===== src/rtl/keypad_scan_pkg.sv =====
// Shared definitions for the keypad scanner: row strobe patterns (the same
// one-hot-low patterns the seven-segment digit scanner uses), the debounce
// state encoding and the key code width.
package keypad_scan_pkg;

  localparam int KEY_W = 4;

  // Row strobe pattern indexed by row_idx; exactly one line low.
  localparam logic [3:0] ROW_PAT [4] = '{4'b1110, 4'b1101, 4'b1011, 4'b0111};

  typedef enum logic [1:0] {
    IDLE      = 2'd0,
    DEB_PRESS = 2'd1,
    HELD      = 2'd2,
    DEB_REL   = 2'd3
  } deb_state_t;

  // Index of the lowest-numbered low bit of an active-low column word.
  // Callers only use the result when at least one bit is low.
  function automatic logic [1:0] first_low(input logic [3:0] c);
    if (!c[0])      first_low = 2'd0;
    else if (!c[1]) first_low = 2'd1;
    else if (!c[2]) first_low = 2'd2;
    else            first_low = 2'd3;
  endfunction

endpackage


===== src/rtl/keypad_debounce.sv =====
// Frame-level debounce FSM. It is evaluated only on frame_valid (one cycle
// per scan frame) and turns the per-frame hit/code into a held key level
// plus single-cycle press/release pulses. A different key while one is
// held is treated as a release; there is no rollover.
module keypad_debounce
  import keypad_scan_pkg::*;
#(
  parameter int DEBOUNCE_FRAMES = 4
) (
  input  logic             clk,
  input  logic             rst,
  input  logic             frame_valid,
  input  logic             frame_hit,
  input  logic [KEY_W-1:0] frame_code,
  output logic [KEY_W-1:0] key_code,
  output logic             key_valid,
  output logic             key_pressed,
  output logic             key_released,
  output deb_state_t       state
);

  localparam int SW = $clog2(DEBOUNCE_FRAMES + 1);
  localparam logic [SW-1:0] DF = SW'(DEBOUNCE_FRAMES);
  localparam logic [SW-1:0] ONE = SW'(1);

  deb_state_t       state_n;
  logic [KEY_W-1:0] candidate, candidate_n;
  logic [SW-1:0]    stable, stable_n, stable_inc;
  logic [KEY_W-1:0] key_code_n;
  logic             key_valid_n, key_pressed_n, key_released_n;

  // Frame counter saturates so it never wraps past the acceptance threshold.
  assign stable_inc = (stable == DF) ? stable : stable + ONE;

  // State and output registers; pulses are registered so they appear the
  // cycle after the frame-end sample.
  always_ff @(posedge clk or posedge rst) begin
    if (rst) begin
      state        <= IDLE;
      candidate    <= '0;
      stable       <= '0;
      key_code     <= '0;
      key_valid    <= 1'b0;
      key_pressed  <= 1'b0;
      key_released <= 1'b0;
    end else begin
      state        <= state_n;
      candidate    <= candidate_n;
      stable       <= stable_n;
      key_code     <= key_code_n;
      key_valid    <= key_valid_n;
      key_pressed  <= key_pressed_n;
      key_released <= key_released_n;
    end
  end

  // Next-state and next-output logic, only acting at frame end.
  always_comb begin
    state_n        = state;
    candidate_n    = candidate;
    stable_n       = stable;
    key_code_n     = key_code;
    key_valid_n    = key_valid;
    key_pressed_n  = 1'b0;
    key_released_n = 1'b0;
    if (frame_valid) begin
      case (state)
        IDLE: begin
          if (frame_hit) begin
            state_n     = DEB_PRESS;
            candidate_n = frame_code;
            stable_n    = ONE;
          end
        end
        DEB_PRESS: begin
          if (frame_hit && (frame_code == candidate)) begin
            stable_n = stable_inc;
            if (stable_inc == DF) begin
              state_n       = HELD;
              key_code_n    = candidate;
              key_valid_n   = 1'b1;
              key_pressed_n = 1'b1;
            end
          end else if (frame_hit) begin
            candidate_n = frame_code;
            stable_n    = ONE;
          end else begin
            state_n  = IDLE;
            stable_n = '0;
          end
        end
        HELD: begin
          if (!(frame_hit && (frame_code == key_code))) begin
            state_n  = DEB_REL;
            stable_n = ONE;
          end
        end
        DEB_REL: begin
          if (frame_hit && (frame_code == key_code)) begin
            state_n = HELD;
          end else begin
            stable_n = stable_inc;
            if (stable_inc == DF) begin
              state_n        = IDLE;
              key_valid_n    = 1'b0;
              key_released_n = 1'b1;
            end
          end
        end
        default: state_n = IDLE;
      endcase
    end
  end

endmodule


===== src/rtl/keypad_scan.sv =====
// 4x4 matrix keypad scanner. Strobes one active-low row every SCAN_DIV
// cycles, synchronises the active-low column returns, keeps the first hit
// of each 4-row frame and hands one frame result per frame to the
// debounce FSM. Columns are sampled on the last dwell cycle of each row so
// the synchroniser has settled after the row change.
module keypad_scan
  import keypad_scan_pkg::*;
#(
  parameter int SCAN_DIV        = 1000,
  parameter int DEBOUNCE_FRAMES = 4
) (
  input  logic             clk,
  input  logic             rst,
  output logic [3:0]       row,
  input  logic [3:0]       col,
  output logic [KEY_W-1:0] key_code,
  output logic             key_valid,
  output logic             key_pressed,
  output logic             key_released,
  output deb_state_t       dbg_state
);

  localparam int DW = $clog2(SCAN_DIV);
  localparam logic [DW-1:0] DWELL_LAST = DW'(SCAN_DIV - 1);

  logic [DW-1:0]    dwell;
  logic [1:0]       row_idx;
  logic [3:0]       col_s1, col_s2;
  logic             acc_hit;
  logic [KEY_W-1:0] acc_code;
  logic             sample, cur_hit;
  logic [KEY_W-1:0] cur_code;
  logic             frame_valid, frame_hit;
  logic [KEY_W-1:0] frame_code;

  assign sample      = (dwell == DWELL_LAST);
  assign cur_hit     = ~&col_s2;
  assign cur_code    = {row_idx, first_low(col_s2)};
  assign frame_valid = sample && (row_idx == 2'd3);
  // The earliest hit in the frame wins, including one from the row-3 sample.
  assign frame_hit   = acc_hit || cur_hit;
  assign frame_code  = acc_hit ? acc_code : cur_code;
  assign row         = ROW_PAT[row_idx];

  // Row dwell counter and row index; the index advances after each sample.
  always_ff @(posedge clk or posedge rst) begin
    if (rst) begin
      dwell   <= '0;
      row_idx <= 2'd0;
    end else if (sample) begin
      dwell   <= '0;
      row_idx <= row_idx + 2'd1;
    end else begin
      dwell   <= dwell + DW'(1);
    end
  end

  // Two-flop synchroniser for the asynchronous column returns.
  always_ff @(posedge clk or posedge rst) begin
    if (rst) begin
      col_s1 <= 4'b1111;
      col_s2 <= 4'b1111;
    end else begin
      col_s1 <= col;
      col_s2 <= col_s1;
    end
  end

  // Frame accumulator: latch the first hit, clear when the frame completes.
  always_ff @(posedge clk or posedge rst) begin
    if (rst) begin
      acc_hit  <= 1'b0;
      acc_code <= '0;
    end else if (frame_valid) begin
      acc_hit  <= 1'b0;
      acc_code <= '0;
    end else if (sample && cur_hit && !acc_hit) begin
      acc_hit  <= 1'b1;
      acc_code <= cur_code;
    end
  end

  keypad_debounce #(
    .DEBOUNCE_FRAMES(DEBOUNCE_FRAMES)
  ) u_debounce (
    .clk          (clk),
    .rst          (rst),
    .frame_valid  (frame_valid),
    .frame_hit    (frame_hit),
    .frame_code   (frame_code),
    .key_code     (key_code),
    .key_valid    (key_valid),
    .key_pressed  (key_pressed),
    .key_released (key_released),
    .state        (dbg_state)
  );

endmodule


===== config.mk =====
export PLATFORM = sky130hd
export DESIGN_NAME = keypad_scan
export DESIGN_NICKNAME = d
export VERILOG_FILES = /design/src/rtl/keypad_scan_pkg.sv /design/src/rtl/keypad_debounce.sv /design/src/rtl/keypad_scan.sv
export SDC_FILE = /design/constraint.sdc
export NUM_CORES = 1
export LEC_CHECK = 0
export ABC_AREA = 1
export BUFFER_PORTS_ARGS = -buffer_cell sky130_fd_sc_hd__clkbuf_2
export CORE_AREA = 2 2 97 99
export DETAILED_ROUTE_END_ITERATION = 16
export DIE_AREA = 0 0 99 101
export HOLD_SLACK_MARGIN = 0.08
export PLACE_DENSITY = 0.4
export SLEW_MARGIN = 10
export SYNTH_ARGS = -nofsm -noshare
export SYNTH_HDL_FRONTEND = slang
export SYNTH_HIERARCHICAL = 1
export SYNTH_SLANG_ARGS = --single-unit

===== constraint.sdc =====
create_clock -name clk -period 3.5 [get_ports clk]
set_input_delay 0.175 -clock clk [delete_from_list [all_inputs] [get_ports clk]]
set_output_delay 0.175 -clock clk [all_outputs]
set_load 0.02 [all_outputs]

### Word level (Yosys, flattened, before mapping)

Index checks and enable logic that the tools add are counted.

* flip-flop bits (word level): 41
* bits of input ports: 6
* output and inout bits: 13
* word-level logic and storage cells: 97

* $add $sub $neg: 3
* order comparisons: 1
* equality and inequality tests: 19
* muxes and demuxes: 42
* bitwise gates (word level): 1
* reduce and logical (&&, ||, !) cells: 18

Operators by type and width (number)
* 4-bit 2-to-1 mux: 7
* 2-bit 2-to-1 mux: 9
* 1-bit 2-to-1 mux: 15
* 3-bit 2-to-1 mux: 5
* 3-bit case mux with 4 select lines: 1
* 4-bit AND reduction: 3
* 6-bit AND reduction: 2
* 10-bit by 1-bit adder with 10-bit output (second input constant): 1
* 10-bit == test (second input constant): 1
* 10-bit 2-to-1 mux: 1
* 4-bit binary-select mux with 2-bit select: 1
* 4-bit == test: 2
* 2-bit by 1-bit inequality test with 1-bit output (second input constant): 4
* 2-bit case mux with 4 select lines: 1
* 4-bit case mux with 2 select lines: 1
* 2-bit == test (second input constant): 3
* 3-bit == test (second input constant): 2
* 2-bit inequality test (second input constant): 3
* 3-bit inequality test (second input constant): 2
* 2-bit nonzero test: 3
* 1-bit logical AND: 5
* 3-bit by 1-bit adder with 3-bit output (second input constant): 1
* 3-bit >= comparator (second input constant): 1
* 3-bit by 1-bit inequality test with 1-bit output (second input constant): 1
* 8 further kinds: 9

### Logic depth before layout (Yosys ltp)

Gate-level depths: netlist (run 1).

* depth in word-level cells: 9
* gate-level depth with buffers: 15
* gate-level depth less buffers: 15

### Hierarchy

The synthesis (run 1) kept the hierarchy.

By module, submodules not included
* keypad_scan: times used 1, cells an instance 123, area each 1151.1 um2, sequential area each 635.6 um2
* keypad_debounce: times used 1, cells an instance 148, area each 1046.0 um2, sequential area each 400.4 um2

### Least setup slack after synthesis (run 1)

No wires, ideal clock.

* kind: register -> register
* from: register col_s2[2]
* to: register u_debounce.stable[0]
* setup time: 0.123 ns
* data arrival time: 1.610 ns
* data required time: 3.377 ns
* slack: 1.767 ns
* cell stages (with the launch flop): 14
* buffers on the path: 0
* clock period less this slack: 1.733 ns
* path through: dfstp_2 > inv_1 > a21boi_0 > nand2_1 > nand2_1 > inv_2 > nand2_1 > nand2_1 > nor2_1 > nand4_2 > clkinv_2 > nor2_4 > o21ai_0 > nand2_1

* word-level cells in the longest chain between the ends: 8
* elaborated cells between the ends (all ways): 18
* those cells by class: eq/ne: 5; mux: 7; reduce/logical: 6

RTL lines
* start: declaration: line keypad_scan.sv:28 `logic [3:0] col_s1, col_s2;`
* start signal: assignment: line keypad_scan.sv:65 `col_s2 <= col_s1;`
* 1-bit 2-to-1 mux (*): line keypad_scan_pkg.sv:23 `else if (!c[2]) first_low = 2'd2;`
* 2-bit 2-to-1 mux (*): line keypad_scan_pkg.sv:22 `else if (!c[1]) first_low = 2'd1;`
* 2-bit 2-to-1 mux (*): line keypad_scan_pkg.sv:21 `if (!c[0]) first_low = 2'd0;`
* 4-bit 2-to-1 mux (*): line keypad_scan.sv:42 `assign frame_code = acc_hit ? acc_code : cur_code;`
* via frame_code[0]: line keypad_scan.sv:34 `logic [KEY_W-1:0] frame_code;`
* 4-bit == test, on equally long branches: line keypad_debounce.sv:76, keypad_debounce.sv:93, keypad_debounce.sv:99
* 1-bit logical AND, on equally long branches: line keypad_debounce.sv:76, keypad_debounce.sv:93, keypad_debounce.sv:99
* 3-bit 2-to-1 mux or 2-bit inequality test (tied branches)
* 3-bit case mux with 4 select lines or 4-bit AND reduction (tied branches)
* end signal: assignment: line keypad_debounce.sv:49 `stable <= stable_n;`
* end: declaration: line keypad_debounce.sv:28 `logic [SW-1:0] stable, stable_n, stable_inc;`

Mark *: on every way through the listed nets, which the timed path passes. The rest lies on a longest branch.
A chain may end at the register's enable or synchronous reset.

### Final worst setup path (run 1)

* from: register row_idx[0]
* to: register u_debounce.stable[0]

* word-level cells in the longest chain between the ends: 5
* elaborated cells between the ends (all ways): 12
* those cells by class: eq/ne: 5; mux: 3; reduce/logical: 4

RTL lines
* start: declaration: line keypad_scan.sv:27 `logic [1:0] row_idx;`
* start signal: assignment: line keypad_scan.sv:52 `row_idx <= row_idx + 2'd1;`
* 4-bit 2-to-1 mux (*): line keypad_scan.sv:42
* via frame_code[2]: line keypad_scan.sv:34
* 4-bit == test, on equally long branches: line keypad_debounce.sv:76, keypad_debounce.sv:93, keypad_debounce.sv:99
* 1-bit logical AND, on equally long branches: line keypad_debounce.sv:76, keypad_debounce.sv:93, keypad_debounce.sv:99
* 3-bit 2-to-1 mux or 2-bit inequality test (tied branches)
* 3-bit case mux with 4 select lines or 4-bit AND reduction (tied branches)

Marks and branches as above.

==> summary.txt, run 1 <==
Slew Limit Headroom = 36.2%
hold_sp = col_s1[3]
required time worst endpoint = 3.69 ns
Final Hold Viols = 0
ANT nets after route = 0
Simple-Gate Fraction of Synth Area = 34.1%
Startpoint Class = flip-flop
worst-margin pin slew = 0.956 ns
R2R depth = 11
post-synth top area share = 37.6%
Non-Filler Instances = 413
post-synth net total = 284
P per Cell Area = 324 nW/µm²
n_diodes = 0
routed len/inst = 11.3 µm
largest net degree at the start of global routing = 26
XOR/XNOR Fraction of Synth Area = 0.797%
# port buffers = 18
top cells by count, synth = 75 x nand2_1, 45 x inv_1, 33 x dfrtp_1
TNS Setup = 0 ns
gate count of the mapped netlist = 271
die area = 10000 µm²
critical path class = flip-flop to flip-flop
complex-gate fraction of the synthesized area = 5.35%
ys async rst share = 100%
floorplan row count = 35
Period minus WS final = 2.08 ns
Max Cap Viol = 0
post-synthesis mux area share = 0%
Post-synth EDFFs = 0
H-tree depth = 2
drc violations = 0
main combinational cell family by area after synthesis = simple AND/OR/NAND/NOR gates
#FFs+latches synth = 41
status = finished clean
min-delay worst type = flip-flop to flip-flop
post-DP HPWL = 3530 µm
# placed instances = 400
Root Driver = clkbuf_8
CTS buffer count = 5
# IOs = 19
Max Clk Rate = 0.481 GHz
Synth Warn # = 6
Hold Path End = col_s2[3]
cell type with the highest aggregate area in the netlist = dfrtp_1
gpl congestion = 0.811
vias in the first global route = 1816
Pre-antenna DRT Iters = 4
Worst Skew = 0.00543 ns
Initial Utilization = 24.5%
VDD IR max = 0.128 mV
CTS tree = yes
Worst Path Arrival = 2.26 ns
sequential share of the synthesized area = 47.2%
Top FF cell, synth = dfrtp_1
Reg clk slew, reported paths = 0.09 ns
Adder-Cell Fraction of Synth Area = 3.99%
most numerous cell in the Yosys netlist = nand2_1
reg2reg end = u_debounce/stable[0]
core area = 8980 µm²
synthesized area = 2200 µm²
setup violators final = 0
layout cells sized above 1 = 20.9%
total grt overflow = 0
P_leak = 1.30 nW
reg2reg start = row_idx[0]
cell types occupying the most area after synthesis = dfrtp_1 38%, nand2_1 13%, dfstp_2 9.6%, inv_1 7.7%, nand3_1 4.8%
Final Cycle Share = 59.4%
Chip Height = 101 µm
Vias = 1741
Max clock buf depth = 2
max-slew violations = 0
FF-to-FF setup slack = 1.42 ns
Synth-to-Final Area Change = 16.9%
Syn Area/Cell = 8.11 µm²
Hold Crit Depth = 0
Yosys cell types = 27
WL final = 4680 µm
Overall Global Routing Usage = 10.5%
worst-path fanout max = 5
nets@finish = 314
RSZ-0062 raised after global routing = false
antenna violations before repair = 0
global-route wire length before repair = 8380 µm
Post-CTS Setup Bufs = 0
insertion delay to the later sink of the worst-skew pair = 0.29 ns
DIE WIDTH = 99 µm
DRT iter0 DRCs = 35
CP endpoint kind = flip-flop
CTS Sinks = 41
DR vias/cell = 4.22
-- worst max-delay path, stage by stage (launching register included) --
cell	delay [ns]
dfrtp_1	0.42
inv_1	0.12
o21ai_0	0.44
inv_1	0.12
nand2_1	0.08
nand2_1	0.06
nor2_1	0.22
nand4_2	0.19
clkinv_2	0.11
nor2_4	0.05
o21ai_0	0.07
nand2_1	0.07
-- through the flow --
step | hold WS, ns | utilization, % | instance area (µm²) | total power, mW | setup WS (ns)
floorplan | 0.0887 | - | 2200 | 0.511 | 1.77
global placement | 0.265 | 27.0 | 2430 | 0.520 | 1.46
detailed placement | 0.264 | 27.0 | 2430 | 0.520 | 1.40
CTS | 0.360 | 28.6 | 2570 | 0.854 | 1.37
global route | 0.364 | 28.6 | 2570 | 0.883 | 1.13
finish | 0.361 | 28.6 | 2570 | 0.833 | 1.42
-- worst max path at each step --
stage | start | endpoint
after detailed placement | row_idx[0] | u_debounce/stable[0]
final | row_idx[0] | u_debounce/stable[0]
after floorplan | col_s2[2] | u_debounce/stable[0]
after global routing | row_idx[0] | u_debounce/state[0]
after global placement | row_idx[0] | u_debounce/stable[0]
after CTS | row_idx[0] | u_debounce/stable[0]
-- flip-flops by register name (all words and copies together), names as in the netlist, 3 cells and up --
register	cells
acc_code	4
col_s1	4
col_s2	4
dwell	10
u_debounce/candidate	4
u_debounce/key_code	4
u_debounce/stable	3
-- cell type report --
cell class,instances,area (µm²)
sequential,41,1040
inverter,50,189
multi-input combinational,180,972
fill,993,6410
clock inverter,3,22.5
clock buffer,5,68.8
tap,111,139
timing repair buffer,23,140
-- cells in the final DEF (no fill, tap or decap), types with 4 or more instances in the layout --
| cell | n |
|---|---|
| a21oi_1 | 6 |
| clkbuf_2 | 18 |
| clkbuf_8 | 5 |
| dfrtp_1 | 33 |
| dfstp_2 | 8 |
| dlygate4sd3_1 | 5 |
| ha_1 | 7 |
| inv_1 | 45 |
| inv_2 | 4 |
| nand2_1 | 75 |
| nand2_2 | 5 |
| nand3_1 | 21 |
| nand3_2 | 4 |
| nand4_1 | 9 |
| nor2_1 | 14 |
| nor2_2 | 4 |
| nor3_1 | 4 |
| o21ai_0 | 10 |
| o21ai_1 | 6 |
-- where the power goes --
group	internal [mW]	switching, mW
Sequential	0.482	0.00163
Combinational	0.0104	0.0202
Clock	0.142	0.177
Total	0.634	0.199
-- what timing repair did --
item | CTS | global route
hold buffers | 5 | 0
resized for setup | 0 | 0
endpoints found under the hold margin | 20 | 0
-- per-layer routing --
layer / global-route usage, % / routed length (µm)
met1: 12.9 / 2260
met2: 18.2 / 2250
met5: 0 / 0
met3: 2.43 / 137
met4: 3.16 / 31
-- cell families after synthesis --
family | count (synthesis)
AND/OR/NAND/NOR | 148
buffers and inverters | 50
flip-flops | 41
AO/OA/AOI/OAI | 23
adder cells (fa/ha/maj) | 7
XOR/XNOR | 2
(Power assumes the default switching activity.)
==> run 2: changes to the inputs <==
--- a/config.mk
+++ b/config.mk
@@ -5,13 +5,13 @@
 export SDC_FILE = /design/constraint.sdc
 export NUM_CORES = 1
 export LEC_CHECK = 0
-export ABC_AREA = 1
+export ABC_AREA = 0
 export BUFFER_PORTS_ARGS = -buffer_cell sky130_fd_sc_hd__clkbuf_2
-export CORE_AREA = 2 2 97 99
+export CORE_AREA = 2 2 94 96
 export DETAILED_ROUTE_END_ITERATION = 16
-export DIE_AREA = 0 0 99 101
+export DIE_AREA = 0 0 96 98
 export HOLD_SLACK_MARGIN = 0.08
-export PLACE_DENSITY = 0.4
+export PLACE_DENSITY = 0.41
 export SLEW_MARGIN = 10
 export SYNTH_ARGS = -nofsm -noshare
 export SYNTH_HDL_FRONTEND = slang
==> constraint.sdc (replaced) <==
create_clock -name clk -period 1.8 [get_ports clk]
set_input_delay 0.09 -clock clk [delete_from_list [all_inputs] [get_ports clk]]
set_output_delay 0.09 -clock clk [all_outputs]
set_load 0.02 [all_outputs]
==> run 2 against run 1 <==
  * The run now ends with setup timing left
  * Critical endpoint is now u_debounce/key_code[0]
  * Hold slack got worse by 0.0032 ns
  * Via count decreased by 8.2%
  * Setup slack worse by 1.8 ns
  * Clock skew increased by 0.0054 ns
  * Cell count shrank 9.2%
  * Power is 95% higher
  * Combinational power rose to 3.2 times the previous value
  * Highest routed layer unchanged
  * Sequential share of layout area is 6.0 points lower
  * Clock power increased by 84%
  * Routed wire length fell by 4.6%
  * Area after synthesis shrank 6.7%
==> summary.txt, run 2 <==
reg2reg end = u_debounce/key_code[0] (was u_debounce/stable[0])
Period minus WS final = 2.21 ns (was 2.08 ns)
XOR/XNOR Fraction of Synth Area = 6.84% (was 0.797%)
min-delay worst type = flip-flop to flip-flop (unchanged)
max reg flops = 10 (unchanged)
cell types occupying the most area after synthesis = dfrtp_1 40%, dfstp_2 10%, xor2_1 4.7%, ha_1 4.3%, inv_1 3.3% (was dfrtp_1 38%, nand2_1 13%, dfstp_2 9.6%, inv_1 7.7%, nand3_1 4.8%)
vias in the first global route = 1650 (was 1816)
required time worst endpoint = 1.98 ns (was 3.69 ns)
RSZ-0062 raised after global routing = true (was false)
antenna violations before repair = 0 (unchanged)
die area = 9410 µm² (was 10000 µm²)
FF-to-FF setup slack = -0.41 ns (was 1.42 ns)
Startpoint Class = flip-flop (unchanged)
cell type with the highest aggregate area in the netlist = dfrtp_1 (unchanged)
Hold Crit Depth = 0 (unchanged)
multi-input logic area = 1090 µm² (was 972 µm²)
sequential share of the synthesized area = 50.5% (was 47.2%)
setup violators final = 16 (was 0)
most numerous cell in the Yosys netlist = dfrtp_1 (was nand2_1)
nets@finish = 279 (was 314)
CTS Sinks = 41 (unchanged)
P_leak = 1.45 nW (was 1.30 nW)
reg2reg start = u_debounce/stable[0] (was row_idx[0])
Root Driver = clkbuf_8 (unchanged)
Synth-to-Final Area Change = 47.0% (was 16.9%)
Fillers = 863 (was 993)
Pre-antenna DRT Iters = 4 (unchanged)
Max Clk Rate = 0.452 GHz (was 0.481 GHz)
post-DP HPWL = 3150 µm (was 3530 µm)
DR vias/cell = 4.26 (was 4.22)
Post-synth EDFFs = 0 (unchanged)
Simple-Gate Fraction of Synth Area = 17.5% (was 34.1%)
# port buffers = 18 (unchanged)
violated checks = setup timing
Chip Height = 98 µm (was 101 µm)
critical path class = flip-flop to flip-flop (unchanged)
Worst Path Arrival = 2.40 ns (was 2.26 ns)
Slew Limit Headroom = 55.5% (was 36.2%)
Buf+Inv Stages, Crit Path = 1 (was 3)
Pwr Total = 1.63 mW (was 0.833 mW)
synthesized area = 2050 µm² (was 2200 µm²)
CTS tree = yes (unchanged)
critical path cell sequence = inv_1 > ha_2 > or3b_1 > a311oi_2 > nand2_1 > or3_4 > mux2_4 (was inv_1 > o21ai_0 > inv_1 > nand2_1 > nand2_1 > nor2_1 > nand4_2 > clkinv_2 > nor2_4 > o21ai_0 > nand2_1)
core area = 8470 µm² (was 8980 µm²)
Crit path largest cell delay = 0.39 ns (was 0.44 ns)
most frequent cells in the layout = 51 x buf_4, 33 x dfrtp_1, 18 x clkbuf_2 (was 75 x nand2_1, 45 x inv_1, 33 x dfrtp_1)
post-synth net total = 195 (was 284)
Worst Skew = 0.0109 ns (was 0.00543 ns)
post-synthesis mux area share = 5.68% (was 0%)
ys async rst share = 100% (unchanged)
routed len/inst = 11.9 µm (was 11.3 µm)
Vias = 1599 (was 1741)
DRT iter0 DRCs = 49 (was 35)
ANT nets after route = 0 (unchanged)
DIE WIDTH = 96 µm (was 99 µm)
gate count of the mapped netlist = 182 (was 271)
largest net degree at the start of global routing = 26 (unchanged)
commonest non-fill, non-tap cell in the layout = buf_4 (was nand2_1)
gpl congestion = 0.794 (was 0.811)
worst-path fanout max = 5 (unchanged)
H-tree depth = 2 (unchanged)
CP max stage cell = or3_4 (was o21ai_0)
Syn Area/Cell = 11.3 µm² (was 8.11 µm²)
Adder-Cell Fraction of Synth Area = 4.27% (was 3.99%)
Top FF cell, synth = dfrtp_1 (unchanged)
CTS buffer count = 5 (unchanged)
WHS = 0.357 ns (was 0.361 ns)
n_diodes = 0 (unchanged)
P per Cell Area = 540 nW/µm² (was 324 nW/µm²)
CP endpoint kind = flip-flop (unchanged)
drc violations = 0 (unchanged)
pre-CTS setup slack = -0.545 ns (was 1.40 ns)
insertion delay to the later sink of the worst-skew pair = 0.29 ns (about the same)
max-slew violations = 0 (unchanged)
Worst path top cell family by delay = simple AND/OR/NAND/NOR gates (unchanged)
Initial Utilization = 24.2% (was 24.5%)
R2R depth = 7 (was 11)
status = complete, but fails checks (was finished clean)
Max clock buf depth = 2 (unchanged)
Overall Global Routing Usage = 9.96% (was 10.5%)
# IOs = 19 (unchanged)
Yosys cell types = 45 (was 27)
Final Hold Viols = 0 (unchanged)
complex-gate fraction of the synthesized area = 10.4% (was 5.35%)
worst-margin pin slew = 0.667 ns (was 0.956 ns)
total grt overflow = 0 (unchanged)
FF+latch area = 1040 µm² (unchanged)
Final WS setup = -0.413 ns (was 1.42 ns)
Synth Warn # = 6 (unchanged)
hold_sp = col_s1[0] (was col_s1[3])
Final Cycle Share = 123% (was 59.4%)
Reg clk slew, reported paths = 0.09 ns (about the same)
#FFs+latches synth = 41 (unchanged)
post-synth top area share = 40.3% (was 37.6%)
Biggest register = dwell (unchanged)
floorplan row count = 34 (was 35)
VDD IR max = 0.275 mV (was 0.128 mV)
global-route wire length before repair = 7410 µm (was 8380 µm)
layout cells sized above 1 = 51.7% (was 20.9%)
WL final = 4460 µm (was 4680 µm)
top cells by count, synth = 33 x dfrtp_1, 18 x inv_1, 11 x nand2_1, 11 x o21ai_0, 11 x xor2_1 (was 75 x nand2_1, 45 x inv_1, 33 x dfrtp_1)
Max Cap Viol = 0 (unchanged)
main combinational cell family by area after synthesis = simple AND/OR/NAND/NOR gates (unchanged)
Hold Path End = col_s2[0] (was col_s2[3])
-- run 2: how the worst max path moves through the flow --
stage / from / endpoint / slack (ns) / cells past startpoint
6_report: u_debounce/stable[0] / u_debounce/key_code[0] / -0.41 / 7
5_1_grt: u_debounce/stable[0] / u_debounce/key_code[0] / -0.51 / 7
4_1_cts: u_debounce/stable[0] / u_debounce/key_code[0] / -0.41 / 7
3_5_place_dp: u_debounce/stable[0] / u_debounce/key_code[0] / -0.54 / 7
2_1_floorplan: u_debounce/stable[0] / u_debounce/key_code[0] / -0.51 / 8
3_3_place_gp: u_debounce/stable[0] / u_debounce/key_code[3] / -0.51 / 7
-- run 2: cells by family after synthesis --
group / after synthesis
compound gates: 31
flops: 41
xor+xnor: 16
mux: 9
buf+inv: 22
simple gates: 56
fa+ha+maj: 7
-- run 2: per-stage QoR --
stage	instance area [µm²]	utilization, %	std cells	TNS [ns]
2_1_floorplan	2100	-	182	-2.49
3_3_place_gp	2660	31.4	353	-4.11
3_5_place_dp	2660	31.4	353	-4.31
4_1_cts	2900	34.2	369	-3.45
5_1_grt	3010	35.6	375	-4.87
6_report	3010	35.6	375	-3.45
-- run 2: routing by layer --
layer / GRT usage, % / wire length [µm]
met5: 0 / 0
met4: 2.53 / 44
met3: 2.93 / 175
met2: 17.1 / 2260
met1: 12.0 / 1980
-- run 2: cell type report --
class	instances	share of cell area, %
clock buffers	6	2.41
clock inverters	2	0.332
inverters	18	2.24
multi-input cells	119	36.2
flip-flops and latches	41	34.4
well taps	108	4.49
repair buffers	81	20.0
-- run 2: worst register-to-register path, delay by kind of cell, from the launching register on --
family | cells | cell delay, ns
simple gates | 3 | 0.89
flops | 1 | 0.37
fa+ha+maj | 1 | 0.18
compound gates | 1 | 0.31
buf+inv | 1 | 0.05
mux | 1 | 0.31
-- run 2: repair_timing --
item / in CTS / in global routing
pin swaps: 9 / 10
endpoints found under the setup margin: 15 / 16
hold buffers: 5 / 0
buffers inserted: 3 / 7
endpoints found under the hold margin: 37 / 0
gates resized for setup: 22 / 16
-- run 2: where the power goes --
part	internal (mW)	switching [mW]	leakage [nW]
sequential	0.937	0.00577	0.531
combinational	0.0486	0.0493	0.873
clock	0.269	0.317	0.0450
